$ cat src/rtl/shape_pkg.sv
// Shared waveform-select type and quarter-wave sine table constants for the oscillator.
package shape_pkg;

    typedef enum logic [1:0] {
        SAWTOOTH = 2'd0,
        SQUARE   = 2'd1,
        TRIANGLE = 2'd2,
        SIN      = 2'd3
    } wave_shape;

    localparam int SINE_DEPTH = 256;
    localparam int SINE_W     = 16;
    localparam int WAVE_W     = 16;

    // Elaboration-time only: round(32767*sin(pi/2 * i/256)) via a Taylor series.
    function automatic logic [SINE_W-1:0] sine_entry(input int i);
        real x;
        real term;
        real acc;
        int  r;
        x    = 3.14159265358979323846 * $itor(i) / 512.0;
        term = x;
        acc  = x;
        for (int k = 1; k <= 10; k++) begin
            term = -term * x * x / $itor((2 * k) * (2 * k + 1));
            acc  = acc + term;
        end
        r = $rtoi(32767.0 * acc + 0.5);
        return SINE_W'(r);
    endfunction

endpackage

$ cat src/rtl/sine_lut.sv
// Combinational quarter-wave sine table; the caller mirrors and negates.
module sine_lut
    import shape_pkg::*;
(
    input  logic [7:0]        index,
    output logic [SINE_W-1:0] value
);

    logic [SINE_W-1:0] rom [SINE_DEPTH];

    for (genvar i = 0; i < SINE_DEPTH; i++) begin : g_rom
        localparam logic [SINE_W-1:0] ENTRY = sine_entry(i);
        assign rom[i] = ENTRY;
    end

    assign value = rom[index];

endmodule

$ cat src/rtl/oscillator.sv
// Single-voice oscillator: phase accumulator, waveform shaper, amplitude scaling with saturation.
module oscillator
    import shape_pkg::*;
#(
    parameter int WIDTH      = 24,
    parameter int CLK_HZ     = 50_000_000,
    parameter int INC_PER_HZ = 86
) (
    input  logic                    clk,
    input  logic                    rstn,
    input  logic                    enable,
    input  logic [15:0]             freq,
    input  logic [WIDTH-1:0]        amplitude,
    input  wave_shape               shape,
    output logic signed [WIDTH-1:0] out
);

    localparam int PW = WAVE_W + WIDTH + 1;

    // INC_PER_HZ = 0 derives the step from the clock rate instead.
    localparam longint INC = (INC_PER_HZ > 0) ? longint'(INC_PER_HZ)
                           : ((longint'(1) << 32) + longint'(CLK_HZ / 2)) / longint'(CLK_HZ);
    localparam logic [31:0] INC32 = 32'(INC);

    localparam logic signed [PW-1:0] MAX_S = {{(PW-WIDTH+1){1'b0}}, {(WIDTH-1){1'b1}}};
    localparam logic signed [PW-1:0] MIN_S = {{(PW-WIDTH+1){1'b1}}, {(WIDTH-1){1'b0}}};

    function automatic logic signed [WIDTH-1:0] saturate(input logic signed [PW-1:0] v);
        if (v > MAX_S)
            return MAX_S[WIDTH-1:0];
        else if (v < MIN_S)
            return MIN_S[WIDTH-1:0];
        else
            return v[WIDTH-1:0];
    endfunction

    logic [31:0]              phase_p0;
    logic [31:0]              step;
    logic [16:0]              tri_q;
    logic [7:0]               lut_index;
    logic [SINE_W-1:0]        lut_value;
    logic signed [WAVE_W-1:0] wave;
    logic signed [WAVE_W-1:0] w_p1;
    logic signed [PW-1:0]     prod;
    logic signed [PW-1:0]     scaled;

    assign step      = 32'(freq) * INC32;
    assign tri_q     = phase_p0[31:15];
    assign lut_index = phase_p0[30] ? ~phase_p0[29:22] : phase_p0[29:22];

    sine_lut u_sine_lut (
        .index (lut_index),
        .value (lut_value)
    );

    // Stage 0: phase accumulator, wraps modulo 2^32
    always_ff @(posedge clk or negedge rstn) begin
        if (!rstn)
            phase_p0 <= '0;
        else if (enable)
            phase_p0 <= phase_p0 + step;
    end

    // Bit tricks: flipping the MSB subtracts 32768; 32767 - x equals {x[15], ~x[14:0]}.
    always_comb begin
        wave = '0;
        case (shape)
            SAWTOOTH: wave = {~phase_p0[31], phase_p0[30:16]};
            SQUARE:   wave = phase_p0[31] ? 16'sh8001 : 16'sh7FFF;
            TRIANGLE: wave = tri_q[16] ? {tri_q[15], ~tri_q[14:0]} : {~tri_q[15], tri_q[14:0]};
            SIN:      wave = phase_p0[31] ? -$signed(lut_value) : $signed(lut_value);
            default:  wave = '0;
        endcase
    end

    // Stage 1: normalized wave value
    always_ff @(posedge clk or negedge rstn) begin
        if (!rstn)
            w_p1 <= '0;
        else
            w_p1 <= wave;
    end

    assign prod   = PW'(w_p1) * PW'($signed({1'b0, amplitude}));
    assign scaled = prod >>> 15;

    // Stage 2: scaled, saturated and gated sample
    always_ff @(posedge clk or negedge rstn) begin
        if (!rstn)
            out <= '0;
        else
            out <= enable ? saturate(scaled) : '0;
    end

endmodule

$ cat config.mk
export PLATFORM = sky130hd
export DESIGN_NAME = oscillator
export DESIGN_NICKNAME = d
export VERILOG_FILES = /design/src/rtl/shape_pkg.sv /design/src/rtl/sine_lut.sv /design/src/rtl/oscillator.sv
export SDC_FILE = /design/constraint.sdc
export NUM_CORES = 1
export LEC_CHECK = 0
export BUFFER_PORTS_ARGS = -buffer_cell sky130_fd_sc_hd__buf_4
export CORE_ASPECT_RATIO = 1.4
export CORE_MARGIN = 5
export CORE_UTILIZATION = 30
export CTS_BUF_LIST = sky130_fd_sc_hd__clkbuf_4
export CTS_CLUSTER_SIZE = 40
export DETAILED_ROUTE_END_ITERATION = 16
export PLACE_DENSITY = 0.53
export SLEW_MARGIN = 30
export SYNTH_ARGS = -nofsm -noshare
export SYNTH_HDL_FRONTEND = slang
export SYNTH_HIERARCHICAL = 1
export SYNTH_SLANG_ARGS = --single-unit
$ cat constraint.sdc
create_clock -name clk -period 13.84 [get_ports clk]
set_input_delay 0.692 -clock clk [delete_from_list [all_inputs] [get_ports clk]]
set_output_delay 0.692 -clock clk [all_outputs]
set_load 0.03 [all_outputs]
Word-level counts from Yosys, hierarchy flattened:

Memory sizes are Yosys's and may differ from the RTL's.
Index checks and enable logic that the tools add are counted.

* register bits after elaboration: 72
* bits in read-only memories: 4096
* bits of input ports: 45
* output and inout port bits: 24
* memories: 1

Memories
* (name not given): depth 256, width 16, read ports 1, clocked after memory_dff 0, write ports 0, RTL line sine_lut.sv:16 `assign value = rom[index];`

* $add $sub $neg: 2
* multipliers: 2
* order comparisons: 3
* equal/unequal tests: 3
* muxes and demuxes: 10
* bitwise logic cells: 5
* reduce and logical (&&, ||, !) cells: 1

Operators with widths (count)
* $mux 16: 5
* $mux 24: 3
* $pmux 16 s4: 1
* $mul 16x25->41: 1
* $add 32x23->32: 1
* $gt 26x24->1 const B: 1
* $lt 26x24->1 const B: 1
* $mul 16x6->22 const B: 1
* $neg 16->16: 1
* $not 15->15: 1
* $ge 9x9->1 const B: 1
* $not 8->9: 1
* $mux 8: 1
* $not 8->8: 1
* $eq 2x2->1 const B: 2
* $eq 2x1->1 const B: 1
* $logic_not 2->1: 1
* $not 1->1: 2

Longest topological paths before layout:

* depth in word-level cells: 9
* mapped depth: 27

Cells and area by module:

The synthesis kept the hierarchy.

Modules (own cells, without submodules)
* oscillator: times used 1, cells each 2040, area each 18421.4 um2, sequential area each 1776.7 um2
* sine_lut: times used 1, cells each 663, area each 4013.8 um2, sequential area each 0.0 um2

Least setup slack after synthesis:

No wires, ideal clock.

* kind: in2reg
* start: in amplitude[9]
* end: reg out[2]
* setup time: 0.129 ns
* data arrival time: 6.615 ns
* data required time: 13.711 ns
* slack: 7.097 ns
* stages: 26
* cells stage by stage: clkbuf_1 nand2_1 fa_1 inv_1 fa_1 inv_1 fa_1 inv_1 fa_1 fa_1 inv_1 fa_1 inv_1 ha_1 o21ai_0 o21ai_1 o21a_1 a221o_1 or2_4 a21oi_4 a31oi_1 nand2_2 a211oi_2 o31ai_4 buf_6 o21ai_2

* cells in the longest elaborated chain, start to end: 5
* elaborated cells on any way between the ends: 6
* classes of those cells: 1 x mul; 2 x order compare; 3 x mux

RTL lines
* start: declaration: RTL line oscillator.sv:13 `input logic [WIDTH-1:0] amplitude,`
* $mul 16x25->41 *: RTL line oscillator.sv:84 `assign prod = PW'(w_p1) * PW'($signed({1'b0, amplitude}));`
* $lt 26x24->1: RTL line oscillator.sv:31 `else if (v < MIN_S)`
* $mux 24: RTL line oscillator.sv:31
* $mux 24 *: RTL line oscillator.sv:29 `if (v > MAX_S)`
* $mux 24 *: RTL line oscillator.sv:92 `out <= enable ? saturate(scaled) : '0;`
* end signal: assignment: RTL line oscillator.sv:92
* end: declaration: RTL line oscillator.sv:15 `output logic signed [WIDTH-1:0] out`

Mark *: on every way between the ends. The rest lies on a longest branch, timed or not.
A chain may end at the register's enable or synchronous reset.

Final worst setup path:

* start: reg w_p1[9]
* end: reg out[0]

* cells in the longest elaborated chain, start to end: 5
* elaborated cells on any way between the ends: 6
* classes of those cells: 1 x mul; 2 x order compare; 3 x mux

RTL lines
* start: declaration: RTL line oscillator.sv:43 `logic signed [WAVE_W-1:0] w_p1;`
* start signal: assignment: RTL line oscillator.sv:81 `w_p1 <= wave;`
* $mul 16x25->41 *: RTL line oscillator.sv:84
* $lt 26x24->1: RTL line oscillator.sv:31
* $mux 24: RTL line oscillator.sv:31
* $mux 24 *: RTL line oscillator.sv:29
* $mux 24 *: RTL line oscillator.sv:92

Marked as above.

==> results.yml <==
placement:
  placed_cells_incl_taps: 3602
  numPortBuffers: 68
  dp_hpwl_mm: 54.4
  gp_congestion: 0.984
  dp_worst_setup_slack_ns: 6.25
synthesis:
  ys_seq_area_frac: 0.0792
  netlist_area_um2: 22400
  synth_compound_area_frac: 0.163
  async_reset_ff_frac: 1.00
  synth_cells: 2703
  yosys.area_share.simple: 0.170
  synth_top_family_by_area: "adder cells"
  netlist-cell-type-count: 90
  yosys_warnings: 6
  synth_mux_area_frac: 0.0134
  synth_edf_count: 0
  synth_xor_xnor_area_share: 0.0398
  synth-main-ff-cell: "dfrtp_1"
  synth_fa_ha_area_frac: 0.429
  synth-seq-cells: 71
  synth_area_per_cell_um2: 8.30
  synthesis.nets: 3318
floorplanning:
  die_area_um2: 80400
  start_util: 0.303
  core_um2: 74100
  ios: 69
  die_x_um: 241
  die_y_um: 334
  core.rowCount: 118
global_route:
  grt_max_degree: 90
  grt-ovfl-total: 0
  track_usage: 0.179
  grt_pass1_vias: 20100
  grt_pass1_wl_mm: 114
  antenna_found_initial: 2
cts:
  clkTransAtPathRegs_ns: 0.13
  cts-htree-levels: 3
  clk_latency_ns: 0.52
  post_cts_resized: 0
  cts_inserted_buffers: 9
  cts_root_buffer: "clkbuf_4"
  clock_sinks: 71
  cts_tree: "built"
  clockBufferDepth: 2
sta:
  slew_headroom: 0.311
  maxSlewViolCount: 0
  final_hold_viol_count: 0
  period_share: 0.549
  worst_slack_ns: 6.24
  clock_skew_ns: 0.0183
  finalSetupViolations: 0
  max_freq_mhz: 132
  rsz0062_at_grt: "false"
  timing.setup.tns_ns: 0
  min_period_ns: 7.60
  tightestPinTransition_ns: 1.02
  holdWs_ns: 0.532
finish:
  layout.cells.most_common: "inv_1"
  final_nets: 3269
  drive_gt1_frac: 0.0771
  fill_cells: 7918
  mostFrequentLayoutCells: "inv_1, fa_1, nand2_1"
  final_cells: 3621
  area_delta_synth_final_pct: 6.83
hold_path:
  min_path_type: "flip-flop to flip-flop"
  holdPathEnd: "phase_p0[10]"
  min_path_cells: 1
  hold_start: "phase_p0[10]"
critical_path:
  path_class: "flip-flop to flip-flop"
  cp.required_ns: 14.23
  end_kind: "flip-flop"
  r2r-start: "w_p1[9]"
  crit_top_cell: "fa_1"
  crit_fanout: 24
  worst-r2r-cell-count: 25
  slowest_delay_ns: 1.02
  start_kind: "flip-flop"
  slowest_stage: "dfrtp_1"
  reg2reg_slack_ns: 6.24
  timing.rr.end: "out[0]"
  arrival_ns: 7.99
drt:
  firstDrtPassIters: 5
  post_drt_wl_per_cell_um: 19.7
  post_drt_via_cell_ratio: 5.22
  ant_nets: 0
  vias: 18900
  wl_mm: 71.3
  drcViolationCount: 0
  first_iter_violations: 1288
outcome:
  status: "finished clean"
job:
  drv_cap: 0
[critical path, delay by kind of cell, from the launching register on]
| kind | cells | cell delay (ns) |
|---|---|---|
| adder cells (fa/ha/maj) | 7 | 3.48 |
| AO/OA/AOI/OAI | 9 | 1.77 |
| flip-flops | 1 | 1.02 |
| buffers and inverters | 6 | 0.60 |
| AND/OR/NAND/NOR | 3 | 0.60 |
[worst max path at each step]
stage / startpoint / end / cells after the start
detailed placement: w_p1[15] / out[0] / 23
CTS: w_p1[15] / out[0] / 23
global placement: w_p1[15] / out[1] / 23
global route: w_p1[9] / out[1] / 25
floorplan: amplitude[9] / out[2] / 26
finish: w_p1[9] / out[0] / 25
[cell type report]
class	count	area, um2	share of cell area
clock buffer	9	67.6	0.00282
timing repair buffer	105	791	0.0330
inverter	436	1640	0.0683
antenna	2	5.00	0.000209
sequential	71	1780	0.0742
tap	960	1200	0.0501
clock inverter	7	121	0.00506
multi-input combinational	2031	18400	0.766
[metal layers]
| layer | global-route usage | vias to the layer above | part of all wire |
|---|---|---|---|
| li1 | - | 8725 | - |
| met1 | 0.201 | 9321 | 0.37 |
| met2 | 0.332 | 632 | 0.52 |
| met3 | 0.0197 | 239 | 0.046 |
| met4 | 0.0883 | 2 | 0.063 |
| met5 | 0 | - | 0.00018 |
[state kept, by name (all words and copies together), names as in the netlist]
register and cells:
phase_p0 31, out 24, w_p1 16
[Yosys cell counts, types with 48 or more instances]
cell / count / share of area
inv_1: 434 / 0.073
o21ai_0: 123 / 0.027
dfrtp_1: 71 / 0.079
xor2_1: 48 / 0.019
a21oi_1: 132 / 0.029
and2_1: 172 / 0.048
nor2_1: 103 / 0.017
ha_1: 239 / 0.13
fa_1: 331 / 0.30
clkbuf_1: 108 / 0.018
nand2_1: 296 / 0.050
xnor2_1: 54 / 0.021
[through the flow]
stage | instance area [um2] | utilization
final | 24000 | 0.323
after floorplan | 22400 | -
after CTS | 24000 | 0.323
after global routing | 24000 | 0.323
after global placement | 23800 | 0.321
after detailed placement | 23800 | 0.321
[kinds of logic (layout without fill, tap and decap cells)]
| family | after synthesis | after routing |
|---|---|---|
| xor+xnor | 102 | 102 |
| flops | 71 | 71 |
| other cells | 1 | 3 |
| simple gates | 779 | 779 |
| buf+inv | 601 | 557 |
| mux | 25 | 25 |
| fa+ha+maj | 570 | 570 |
| compound gates | 554 | 554 |
[timing repair]
action	CTS	global route
hold endpoints to repair	13	0
hold buffers	1	0
setup buffers	0	0
Power is not shown: default switching activity piles up to over one toggle a cycle in this logic, so the estimate is an artifact.
